===== src/rtl/bg_pkg.sv =====
// Shared types and constants for the scrolling background layer:
// scroll-mode encoding and the 16-entry 4:4:4 background palette.
package bg_pkg;

    typedef enum logic [1:0] {
        BG_STATIC = 2'b00,
        BG_AUTO_X = 2'b01,
        BG_AUTO_Y = 2'b10,
        BG_MANUAL = 2'b11
    } bg_scroll_mode_e;

    localparam int BG_PAL_ENTRIES = 16;

    // Entry 0 occupies the least significant 12 bits.
    localparam logic [BG_PAL_ENTRIES*12-1:0] BG_PALETTE = {
        12'h133, 12'h444, 12'h323, 12'h233,
        12'h133, 12'h144, 12'h233, 12'h333,
        12'h113, 12'h233, 12'h233, 12'h223,
        12'hccc, 12'h233, 12'h233, 12'h222
    };

    function automatic logic [11:0] bg_palette_lookup(input logic [3:0] idx);
        return BG_PALETTE[idx*12 +: 12];
    endfunction

endpackage


===== src/rtl/layer_background_scroll_if.sv =====
// Read port between the background layer and its external palette-index memory.
interface layer_background_scroll_if #(
    parameter int ADDR_W   = 17,
    parameter int PAL_BITS = 4
);
    logic [ADDR_W-1:0]   mem_addr;
    logic [PAL_BITS-1:0] mem_data;

    modport master (output mem_addr, input mem_data);
    modport slave  (input mem_addr, output mem_data);
endinterface


===== src/rtl/bg_scroll_offset.sv =====
// Frame-tick detector plus the X/Y scroll offset registers with their wrap rules.
// Offsets only ever move on the tick, so a frame is always drawn with one offset pair.
module bg_scroll_offset
    import bg_pkg::*;
#(
    parameter int V_RES = 480,
    parameter int IMG_W = 320,
    parameter int IMG_H = 240
) (
    input  logic       clk,
    input  logic       rst,
    input  logic [9:0] v_cnt,
    input  logic [1:0] scroll_mode,
    input  logic [3:0] scroll_step,
    input  logic [8:0] manual_x,
    input  logic [7:0] manual_y,
    output logic [8:0] off_x,
    output logic [7:0] off_y
);
    localparam logic [9:0] V_RES_C = 10'(V_RES);
    localparam logic [9:0] IMG_W_C = 10'(IMG_W);
    localparam logic [8:0] IMG_H_C = 9'(IMG_H);

    logic            in_frame_reg;
    logic            tick;
    logic [8:0]      off_x_reg;
    logic [8:0]      off_x_next;
    logic [7:0]      off_y_reg;
    logic [7:0]      off_y_next;
    logic [9:0]      sum_x;
    logic [8:0]      sum_y;
    bg_scroll_mode_e mode;

    assign mode  = bg_scroll_mode_e'(scroll_mode);
    assign tick  = in_frame_reg && (v_cnt >= V_RES_C);
    assign sum_x = {1'b0, off_x_reg} + {6'd0, scroll_step};
    assign sum_y = {1'b0, off_y_reg} + {5'd0, scroll_step};

    always_comb begin
        off_x_next = off_x_reg;
        off_y_next = off_y_reg;
        case (mode)
            BG_AUTO_X: off_x_next = (sum_x >= IMG_W_C) ? 9'(sum_x - IMG_W_C) : sum_x[8:0];
            BG_AUTO_Y: off_y_next = (sum_y >= IMG_H_C) ? 8'(sum_y - IMG_H_C) : sum_y[7:0];
            BG_MANUAL: begin
                // Out-of-range manual values are ignored rather than clamped.
                if ({1'b0, manual_x} < IMG_W_C) off_x_next = manual_x;
                if ({1'b0, manual_y} < IMG_H_C) off_y_next = manual_y;
            end
            default: ;
        endcase
    end

    always_ff @(posedge clk) begin
        if (rst) begin
            in_frame_reg <= 1'b0;
            off_x_reg    <= '0;
            off_y_reg    <= '0;
        end else begin
            in_frame_reg <= (v_cnt < V_RES_C);
            if (tick) begin
                off_x_reg <= off_x_next;
                off_y_reg <= off_y_next;
            end
        end
    end

    assign off_x = off_x_reg;
    assign off_y = off_y_reg;

endmodule


===== src/rtl/layer_background_scroll.sv =====
// Scrolling background layer: counters -> wrapped source coords -> memory address
// -> external ROM read -> palette. Fixed latency of 3+MEM_LATENCY, one pixel per clock.
module layer_background_scroll
    import bg_pkg::*;
#(
    parameter int H_RES       = 640,
    parameter int V_RES       = 480,
    parameter int SCALE_SHIFT = 1,
    parameter int IMG_W       = 320,
    parameter int IMG_H       = 240,
    parameter int PAL_BITS    = 4,
    parameter int MEM_LATENCY = 1,
    parameter int ADDR_W      = 17
) (
    input  logic                             clk,
    input  logic                             rst,
    input  logic [9:0]                       h_cnt,
    input  logic [9:0]                       v_cnt,
    input  logic                             valid,
    input  logic [1:0]                       scroll_mode,
    input  logic [3:0]                       scroll_step,
    input  logic [8:0]                       manual_x,
    input  logic [7:0]                       manual_y,
    layer_background_scroll_if.master        mem,
    output logic [11:0]                      pixel,
    output logic                             pixel_valid
);
    if (IMG_W != (H_RES >> SCALE_SHIFT)) begin : g_chk_img_w
        $error("IMG_W must equal H_RES >> SCALE_SHIFT");
    end
    if (MEM_LATENCY < 1 || MEM_LATENCY > 3) begin : g_chk_latency
        $error("MEM_LATENCY must be 1..3");
    end
    if ((longint'(1) << ADDR_W) < longint'(IMG_W) * longint'(IMG_H)) begin : g_chk_addr_w
        $error("ADDR_W too narrow for IMG_W*IMG_H");
    end

    localparam logic [10:0] IMG_W_S = 11'(IMG_W);
    localparam logic [10:0] IMG_H_S = 11'(IMG_H);

    logic [8:0]        off_x;
    logic [7:0]        off_y;
    logic [9:0]        h_src;
    logic [9:0]        v_src;
    logic [10:0]       sum_x;
    logic [10:0]       sum_y;
    logic [10:0]       sx_next;
    logic [10:0]       sy_next;
    logic [10:0]       sx_reg;
    logic [10:0]       sy_reg;
    logic              valid_s1_reg;
    logic [ADDR_W-1:0] mem_addr_next;
    logic [ADDR_W-1:0] mem_addr_reg;
    logic              valid_pipe_reg [0:MEM_LATENCY];
    logic [3:0]        pal_idx;
    logic [11:0]       pixel_reg;
    logic              pixel_valid_reg;

    bg_scroll_offset #(
        .V_RES (V_RES),
        .IMG_W (IMG_W),
        .IMG_H (IMG_H)
    ) u_offset (
        .clk         (clk),
        .rst         (rst),
        .v_cnt       (v_cnt),
        .scroll_mode (scroll_mode),
        .scroll_step (scroll_step),
        .manual_x    (manual_x),
        .manual_y    (manual_y),
        .off_x       (off_x),
        .off_y       (off_y)
    );

    // Stage 1: downscale and wrap. One subtraction suffices because both
    // operands are already below the image size inside the visible area.
    assign h_src   = h_cnt >> SCALE_SHIFT;
    assign v_src   = v_cnt >> SCALE_SHIFT;
    assign sum_x   = {1'b0, h_src} + {2'b00, off_x};
    assign sum_y   = {1'b0, v_src} + {3'b000, off_y};
    assign sx_next = (sum_x >= IMG_W_S) ? sum_x - IMG_W_S : sum_x;
    assign sy_next = (sum_y >= IMG_H_S) ? sum_y - IMG_H_S : sum_y;

    // Stage 2: linear address, formed at 32 bits then cut to the bus width.
    assign mem_addr_next = ADDR_W'(32'(sy_reg) * 32'(IMG_W) + 32'(sx_reg));

    always_ff @(posedge clk) begin
        if (rst) begin
            sx_reg       <= '0;
            sy_reg       <= '0;
            valid_s1_reg <= 1'b0;
            mem_addr_reg <= '0;
        end else begin
            sx_reg       <= sx_next;
            sy_reg       <= sy_next;
            valid_s1_reg <= valid;
            mem_addr_reg <= mem_addr_next;
        end
    end

    assign mem.mem_addr = mem_addr_reg;

    // Valid delay line: element 0 rides with mem_addr, the last one with mem_data.
    for (genvar gi = 0; gi <= MEM_LATENCY; gi++) begin : g_valid_pipe
        always_ff @(posedge clk) begin
            if (rst) begin
                valid_pipe_reg[gi] <= 1'b0;
            end else if (gi == 0) begin
                valid_pipe_reg[gi] <= valid_s1_reg;
            end else begin
                valid_pipe_reg[gi] <= valid_pipe_reg[(gi == 0) ? 0 : gi - 1];
            end
        end
    end

    assign pal_idx = 4'(mem.mem_data);

    always_ff @(posedge clk) begin
        if (rst) begin
            pixel_reg       <= 12'h000;
            pixel_valid_reg <= 1'b0;
        end else begin
            pixel_reg       <= valid_pipe_reg[MEM_LATENCY] ? bg_palette_lookup(pal_idx) : 12'h000;
            pixel_valid_reg <= valid_pipe_reg[MEM_LATENCY];
        end
    end

    assign pixel       = pixel_reg;
    assign pixel_valid = pixel_valid_reg;

endmodule


===== src/flat_wrapper.sv =====
// flat-port wrapper written by rule: the top's interface ports become plain ports
module layer_background_scroll_flat import bg_pkg::*;
#(
    parameter int H_RES       = 640,
    parameter int V_RES       = 480,
    parameter int SCALE_SHIFT = 1,
    parameter int IMG_W       = 320,
    parameter int IMG_H       = 240,
    parameter int PAL_BITS    = 4,
    parameter int MEM_LATENCY = 1,
    parameter int ADDR_W      = 17
)
  (clk, rst, h_cnt, v_cnt, valid, scroll_mode, scroll_step, manual_x, manual_y, pixel, pixel_valid, mem_mem_addr, mem_mem_data);
  layer_background_scroll_if #(.ADDR_W(ADDR_W), .PAL_BITS(PAL_BITS)) mem_i ();
  input  logic clk;
  input  logic rst;
  input  logic [9:0] h_cnt;
  input  logic [9:0] v_cnt;
  input  logic valid;
  input  logic [1:0] scroll_mode;
  input  logic [3:0] scroll_step;
  input  logic [8:0] manual_x;
  input  logic [7:0] manual_y;
  output logic [11:0] pixel;
  output logic pixel_valid;
  output wire logic [$bits(mem_i.mem_addr)-1:0] mem_mem_addr;
  input wire logic [$bits(mem_i.mem_data)-1:0] mem_mem_data;
  assign mem_mem_addr = mem_i.mem_addr;
  assign mem_i.mem_data = mem_mem_data;
  layer_background_scroll #(.H_RES(H_RES), .V_RES(V_RES), .SCALE_SHIFT(SCALE_SHIFT), .IMG_W(IMG_W), .IMG_H(IMG_H), .PAL_BITS(PAL_BITS), .MEM_LATENCY(MEM_LATENCY), .ADDR_W(ADDR_W)) u_core (.clk(clk), .rst(rst), .h_cnt(h_cnt), .v_cnt(v_cnt), .valid(valid), .scroll_mode(scroll_mode), .scroll_step(scroll_step), .manual_x(manual_x), .manual_y(manual_y), .mem(mem_i), .pixel(pixel), .pixel_valid(pixel_valid));
endmodule

===== config.mk =====
export PLATFORM = sky130hd
export DESIGN_NAME = layer_background_scroll_flat
export DESIGN_NICKNAME = d
export VERILOG_FILES = /design/src/rtl/bg_pkg.sv /design/src/rtl/layer_background_scroll_if.sv /design/src/rtl/bg_scroll_offset.sv /design/src/rtl/layer_background_scroll.sv /design/src/flat_wrapper.sv
export SDC_FILE = /design/constraint.sdc
export NUM_CORES = 1
export LEC_CHECK = 0
export ABC_AREA = 1
export ABC_CLOCK_PERIOD_IN_PS = 4700
export BUFFER_PORTS_ARGS = -buffer_cell sky130_fd_sc_hd__buf_4
export CORE_AREA = 2 2 114 116
export CTS_CLUSTER_DIAMETER = 60
export DETAILED_ROUTE_END_ITERATION = 6
export DIE_AREA = 0 0 116 118
export HOLD_SLACK_MARGIN = 0.08
export SLEW_MARGIN = 20
export SYNTH_ARGS = -nofsm -noshare
export SYNTH_HDL_FRONTEND = slang
export SYNTH_SLANG_ARGS = --single-unit

===== constraint.sdc =====
create_clock -name clk -period 4.7 [get_ports clk]
set_input_delay 0.235 -clock clk [delete_from_list [all_inputs] [get_ports clk]]
set_output_delay 0.235 -clock clk [all_outputs]
set_load 0.02 [all_outputs]

## Word-level counts from Yosys, hierarchy flattened

Memory sizes are Yosys's and may differ from the RTL's.
Index checks and enable logic that the tools add are counted.

- Bits in registers: 71
- Memory bits (writable): 2
- Input port bits: 50
- Output and inout port bits: 30
- Logic and storage cells: 57
- Memories kept: 1

- Add/sub/neg operators: 9
- Multipliers: 2
- Order comparisons: 8
- Equal/unequal tests: 5
- Shifts and indexed selects: 1
- Multiplexer cells: 13
- Bitwise gates (word level): 3
- Reduce and logical (&&, ||, !) cells: 6

Memories:

| memory | words | bits a word | rd ports | clocked after memory_dff | write ports | RTL line | text |
|---|---|---|---|---|---|---|---|
| u_core.valid_pipe_reg | 2 | 1 | 2 | 0 | 2 | layer_background_scroll.sv:54 | `logic valid_pipe_reg [0:MEM_LATENCY];` |

Operator list:

| cell | number |
|---|---|
| $shiftx 192x9->12 const A | 1 |
| $mux 11 | 2 |
| $ge 10x9->1 const B | 2 |
| $mux 9 | 2 |
| $pmux 9 s2 | 1 |
| $add 17x11->17 | 1 |
| $mux 8 | 2 |
| $pmux 8 s2 | 1 |
| $ge 11x8->1 const B | 1 |
| $ge 11x9->1 const B | 1 |
| $mul 11x3->11 const B | 1 |
| $sub 11x8->11 const B | 1 |
| $sub 11x9->11 const B | 1 |
| $add 9x4->10 | 1 |
| $add 9x8->10 | 1 |
| $add 9x9->10 | 1 |
| $lt 10x9->1 const B | 1 |
| $add 8x4->9 | 1 |
| $ge 9x8->1 const B | 1 |
| $lt 9x9->1 const B | 1 |
| $sub 9x9->9 const B | 1 |
| $lt 8x8->1 const B | 1 |
| $sub 8x8->8 const B | 1 |
| $mul 4x2->6 const B | 1 |
| other kinds (10) | 19 |

## Logic depth before layout (Yosys ltp)

- Depth in word-level cells: 4
- Gate-level depth with buffers: 22
- Mapped depth without buffers: 22

## By module

From an unflattened synthesis, not the netlist that was laid out.

- Cells, all modules: 726
- Area total of the unflattened synthesis: 5084.9 um^2

Modules (own cells, without submodules):

| module | times used | cells an instance | area each (um^2) | sequential area each (um^2) |
|---|---|---|---|---|
| layer_background_scroll | 1 | 473 | 3472.1 | 1041.0 |
| bg_scroll_offset | 1 | 253 | 1612.8 | 360.3 |

## Worst setup path before layout

OpenSTA, ideal clock, no wires.

- Path kind: register -> register
- Start point: register u_core.u_offset.off_x_reg[0], in the netlist u_core.u_offset.off_x[0]
- End point: register u_core.sx_reg[7]
- Setup time: 0.113 ns
- Arrival: 2.214 ns
- Required time: 4.587 ns
- Slack: 2.373 ns
- Cell stages (with the launch flop): 18
- Path buffers: 0
- Period minus slack after synthesis: 2.327 ns
- Cell sequence: dfxtp_1 ha_1 inv_1 fa_1 inv_1 nand4_2 nand3b_4 xor2_4 inv_1 ha_1 nand3_1 nor2_1 nand3_1 nor2_1 nand2_2 nand3_4 nor2_1 nor2_1

- Cells in the longest elaborated chain, start to end: 3
- Elaborated cells between the ends (all ways): 4
- Those cells by class: 2 x add/sub; 1 x order compare; 1 x mux

Ends and longest elaborated chain:

| item | RTL line | text |
|---|---|---|
| start: declaration | bg_scroll_offset.sv:26 | `logic [8:0] off_x_reg;` |
| start signal: assignment | bg_scroll_offset.sv:62 | `off_x_reg <= off_x_next;` |
| $add 9x9->10 (*) | layer_background_scroll.sv:79 | `assign sum_x = {1'b0, h_src} + {2'b00, off_x};` |
| $sub 11x9->11 / $ge 11x9->1 (equally long branches) | layer_background_scroll.sv:81 | `assign sx_next = (sum_x >= IMG_W_S) ? sum_x - IMG_W_S : sum_x;` |
| $mux 11 (*) | layer_background_scroll.sv:81 |  |
| end signal: assignment | layer_background_scroll.sv:94 | `sx_reg <= sx_next;` |
| end: declaration | layer_background_scroll.sv:49 | `logic [10:0] sx_reg;` |

Every way passes the cells marked *; elsewhere a longest branch is shown, timed or not.
A chain may end at the register's enable or synchronous reset.

## Worst setup path in the final report

- Start point: register u_core.u_offset.off_x_reg[0], in the netlist u_core.u_offset.off_x[0]
- End point: register u_core.u_offset.off_x_reg[6], in the netlist u_core.u_offset.off_x[6]

- Cells in the longest elaborated chain, start to end: 4
- Elaborated cells between the ends (all ways): 5
- Those cells by class: 2 x add/sub; 1 x order compare; 2 x mux

Ends and longest elaborated chain:

| item | RTL line | text |
|---|---|---|
| $add 9x4->10 (*) | bg_scroll_offset.sv:36 | `assign sum_x = {1'b0, off_x_reg} + {6'd0, scroll_step};` |
| $sub 9x9->9 / $ge 10x9->1 (equally long branches) | bg_scroll_offset.sv:43 | `BG_AUTO_X: off_x_next = (sum_x >= IMG_W_C) ? 9'(sum_x - IMG_W_C) : sum_x[8:0];` |
| $mux 9 (*) | bg_scroll_offset.sv:43 |  |
| $pmux 9 s2 (*) | bg_scroll_offset.sv:42 | `case (mode)` |

Marked as above.

==> results.yml <==
outcome:
  status: "finished clean"
clock_tree:
  clock_latency_ps: 340
  cts_tree: "yes"
  cts_hold_buf: 0
  cts_buffers: 9
  cts-resized-gates: 0
  clock_sinks: 70
  clk_pin_slew_ps: 60
  post_cts_buffers: 0
  cts-root-buf: "clkbuf_16"
  cts_max_path_buffers: 2
  h-tree-depth: 3
layout:
  largest_reg_flops: 17
  syn_to_final_growth_pct: 20.5
  final_cell_area_sq_um: 5850
  fin_cells: 909
  fillerInstances: 1285
  fin_nets: 843
  multi_input_area_sq_um: 3020
  ff_latch_area_sq_um: 1400
  drive_gt1_frac: 0.195
  n_antenna_cell: 0
sta:
  fmax_mhz: 369
  worst_pin_slew_ps: 884
  slew_headroom: 0.410
  finalCritPeriodShare: 0.577
  skew_ps: 7.98
  period_needed_ps: 2710
  setup_viol: 0
  rsz0062_at_grt: "no"
  whs_ps: 97.2
  hold_viol_final: 0
  maxSlewViolCount: 0
  fin_setup_tns_ps: 0
worst_setup_path:
  critical_path.cell_chain: "ha_1 -> fa_1 -> nand3_1 -> nand3_2 -> nand3_1 -> nand2_1 -> inv_1 -> ha_1 -> nand2_1 -> nor2_1 -> nand3_1 -> nor2_1 -> nand3_1 -> nand2_1 -> nand2_1 -> nand3_1 -> nand2_1 -> a21oi_1"
  r2r_cells: 18
  cp-startpoint: "u_core.u_offset.off_x[0]"
  crit_path_top_delay_cell: "fa_1"
  critPathMaxFanout: 6
  cp-start-kind: "flip-flop"
  r2r_slack_ps: 1990
  cp_data_required_time_ps: 4980
  end_kind: "flip-flop"
  regToRegStartpoint: "u_core.u_offset.off_x[0]"
  r2r-end: "u_core.u_offset.off_x[6]"
  slowest_delay_ps: 420
  critPathCapture: "u_core.u_offset.off_x[6]"
  cp.arrival_ps: 2990
  crit_type: "flip-flop to flip-flop"
place:
  post_dp_cell_area_sq_um: 5570
  dp_hpwl_microns: 8290
  place_inst: 893
  gp_congestion: 0.886
  portBuffers: 77
yosys:
  avgSynthCellArea_sq_um: 7.38
  yosysMostFrequentCell: "nand2_1"
  syn_nets: 769
  ys_types: 47
  ys.flop_type: "dfxtp_1"
  async_flop_share: 0
  post-synth-top-area-cell: "dfxtp_1"
  synth-warning-count: 0
  yosysSeqAreaShare: 0.289
  synth_edf_count: 0
  synth_top_cell_area_share: 0.289
  netlist_area_sq_um: 4850
  ys_top_cells_by_count: "141 x nand2_1, 91 x inv_1, 70 x dfxtp_1"
  ys_seq_elements: 70
  syn_inst: 658
  synth_area_leaders: "dfxtp_1 29%, ha_1 14%, nand2_1 11%"
global_route:
  first_global_vias: 4083
  grt_max_degree: 31
  antenna_found_initial: 0
  track_usage: 0.164
  grt_pass1_wl_microns: 18000
  grt-ovfl-total: 0
floorplanning:
  fp.dieH_microns: 118
  rows: 41
  io_pins: 80
  initial_utilization: 0.391
  core_sq_um: 12400
  dieArea_sq_um: 13700
  fp.dieW_microns: 116
route:
  dr.first_iter.drc_count: 200
  drtAntennaViolNets: 0
  post-route-drc-count: 0
  vias_per_cell: 4.69
  totalWireLength_microns: 10500
  dr.pass1.iters: 6
  routedWlPerCell_microns: 11.5
  vias: 4264
power:
  total_power_mw: 1.69
  p_leak_nw: 2.99
  power_density_nw_per_um2: 290
  peakVddDrop_mv: 0.134
run:
  maxCapViolations: 0
worst_hold_path:
  hold_class: "input pin to flip-flop"
-- worst max-delay path: cells and delay by family, from the launching register on --
family / cells / cell delay, ps
simple gates: 13 / 1260
fa+ha+maj: 3 / 840
flops: 1 / 350
buf+inv: 1 / 80
compound gates: 1 / 110
-- metrics by stage --
stage,worst slack [ps],util
finish,1990,0.471
global route,1720,0.471
CTS,1970,0.471
detailed placement,1970,0.449
global placement,2020,0.449
floorplan,2370,-
-- power by group --
group / switching [mW] / internal [mW] / leakage, nW / total, mW
clock network: 0.265 / 0.368 / 0.130 / 0.633
registers: 0.0208 / 0.639 / 0.575 / 0.659
logic: 0.235 / 0.167 / 2.28 / 0.401
total: 0.521 / 1.17 / 2.99 / 1.69
-- area by class of cell --
class | count | area share
Inverter | 95 | 0.0610
Timing Repair Buffer | 77 | 0.0988
Sequential cell | 70 | 0.240
Tap cell | 172 | 0.0368
Clock buffer | 10 | 0.0409
Clock inverter | 6 | 0.00642
Multi-Input combinational cell | 479 | 0.517
-- placed cells by master, fill, tap and decap left out, types with 7 or more instances in the layout --
master and count:
ha_1 55, nand3_2 7, o21ai_0 23, inv_1 91
a21oi_2 7, xnor2_1 9, nand3_1 42, clkbuf_16 9
nand2_1 141, a21oi_1 43, xor2_1 8, buf_4 77
dfxtp_1 70, nor2_1 65, nand2_2 10
-- kinds of logic after synthesis --
kind of cell | count (synthesis) | synth area share
adder cells (fa/ha/maj) | 61 | 0.166
buffers and inverters | 109 | 0.0889
AND/OR/NAND/NOR | 289 | 0.274
AO/OA/AOI/OAI | 107 | 0.135
flip-flops | 70 | 0.289
XOR/XNOR | 21 | 0.0464
other | 1 | 0.000772
-- routing by layer --
layer	up-vias	global-route usage	wire length [microns]
met5	-	0	0
met4	0	0.0618	160
met3	11	0.0479	485
met2	73	0.279	4870
met1	1909	0.194	4930
li1	2271	-	-
-- worst min path at each step --
stage	depth (start not counted)	slack (ps)	end	start
2_1_floorplan	1	310	u_core.u_offset.in_frame_reg	v_cnt[9]
3_3_place_gp	2	390	u_core.mem.mem_addr[1]	u_core.sx_reg[1]
3_5_place_dp	2	400	u_core.valid_pipe_reg[1]	u_core.valid_pipe_reg[0]
4_1_cts	2	90	u_core.u_offset.in_frame_reg	v_cnt[9]
5_1_grt	2	90	u_core.u_offset.in_frame_reg	v_cnt[9]
6_report	2	100	u_core.u_offset.in_frame_reg	v_cnt[9]
(Power assumes the default switching activity.)
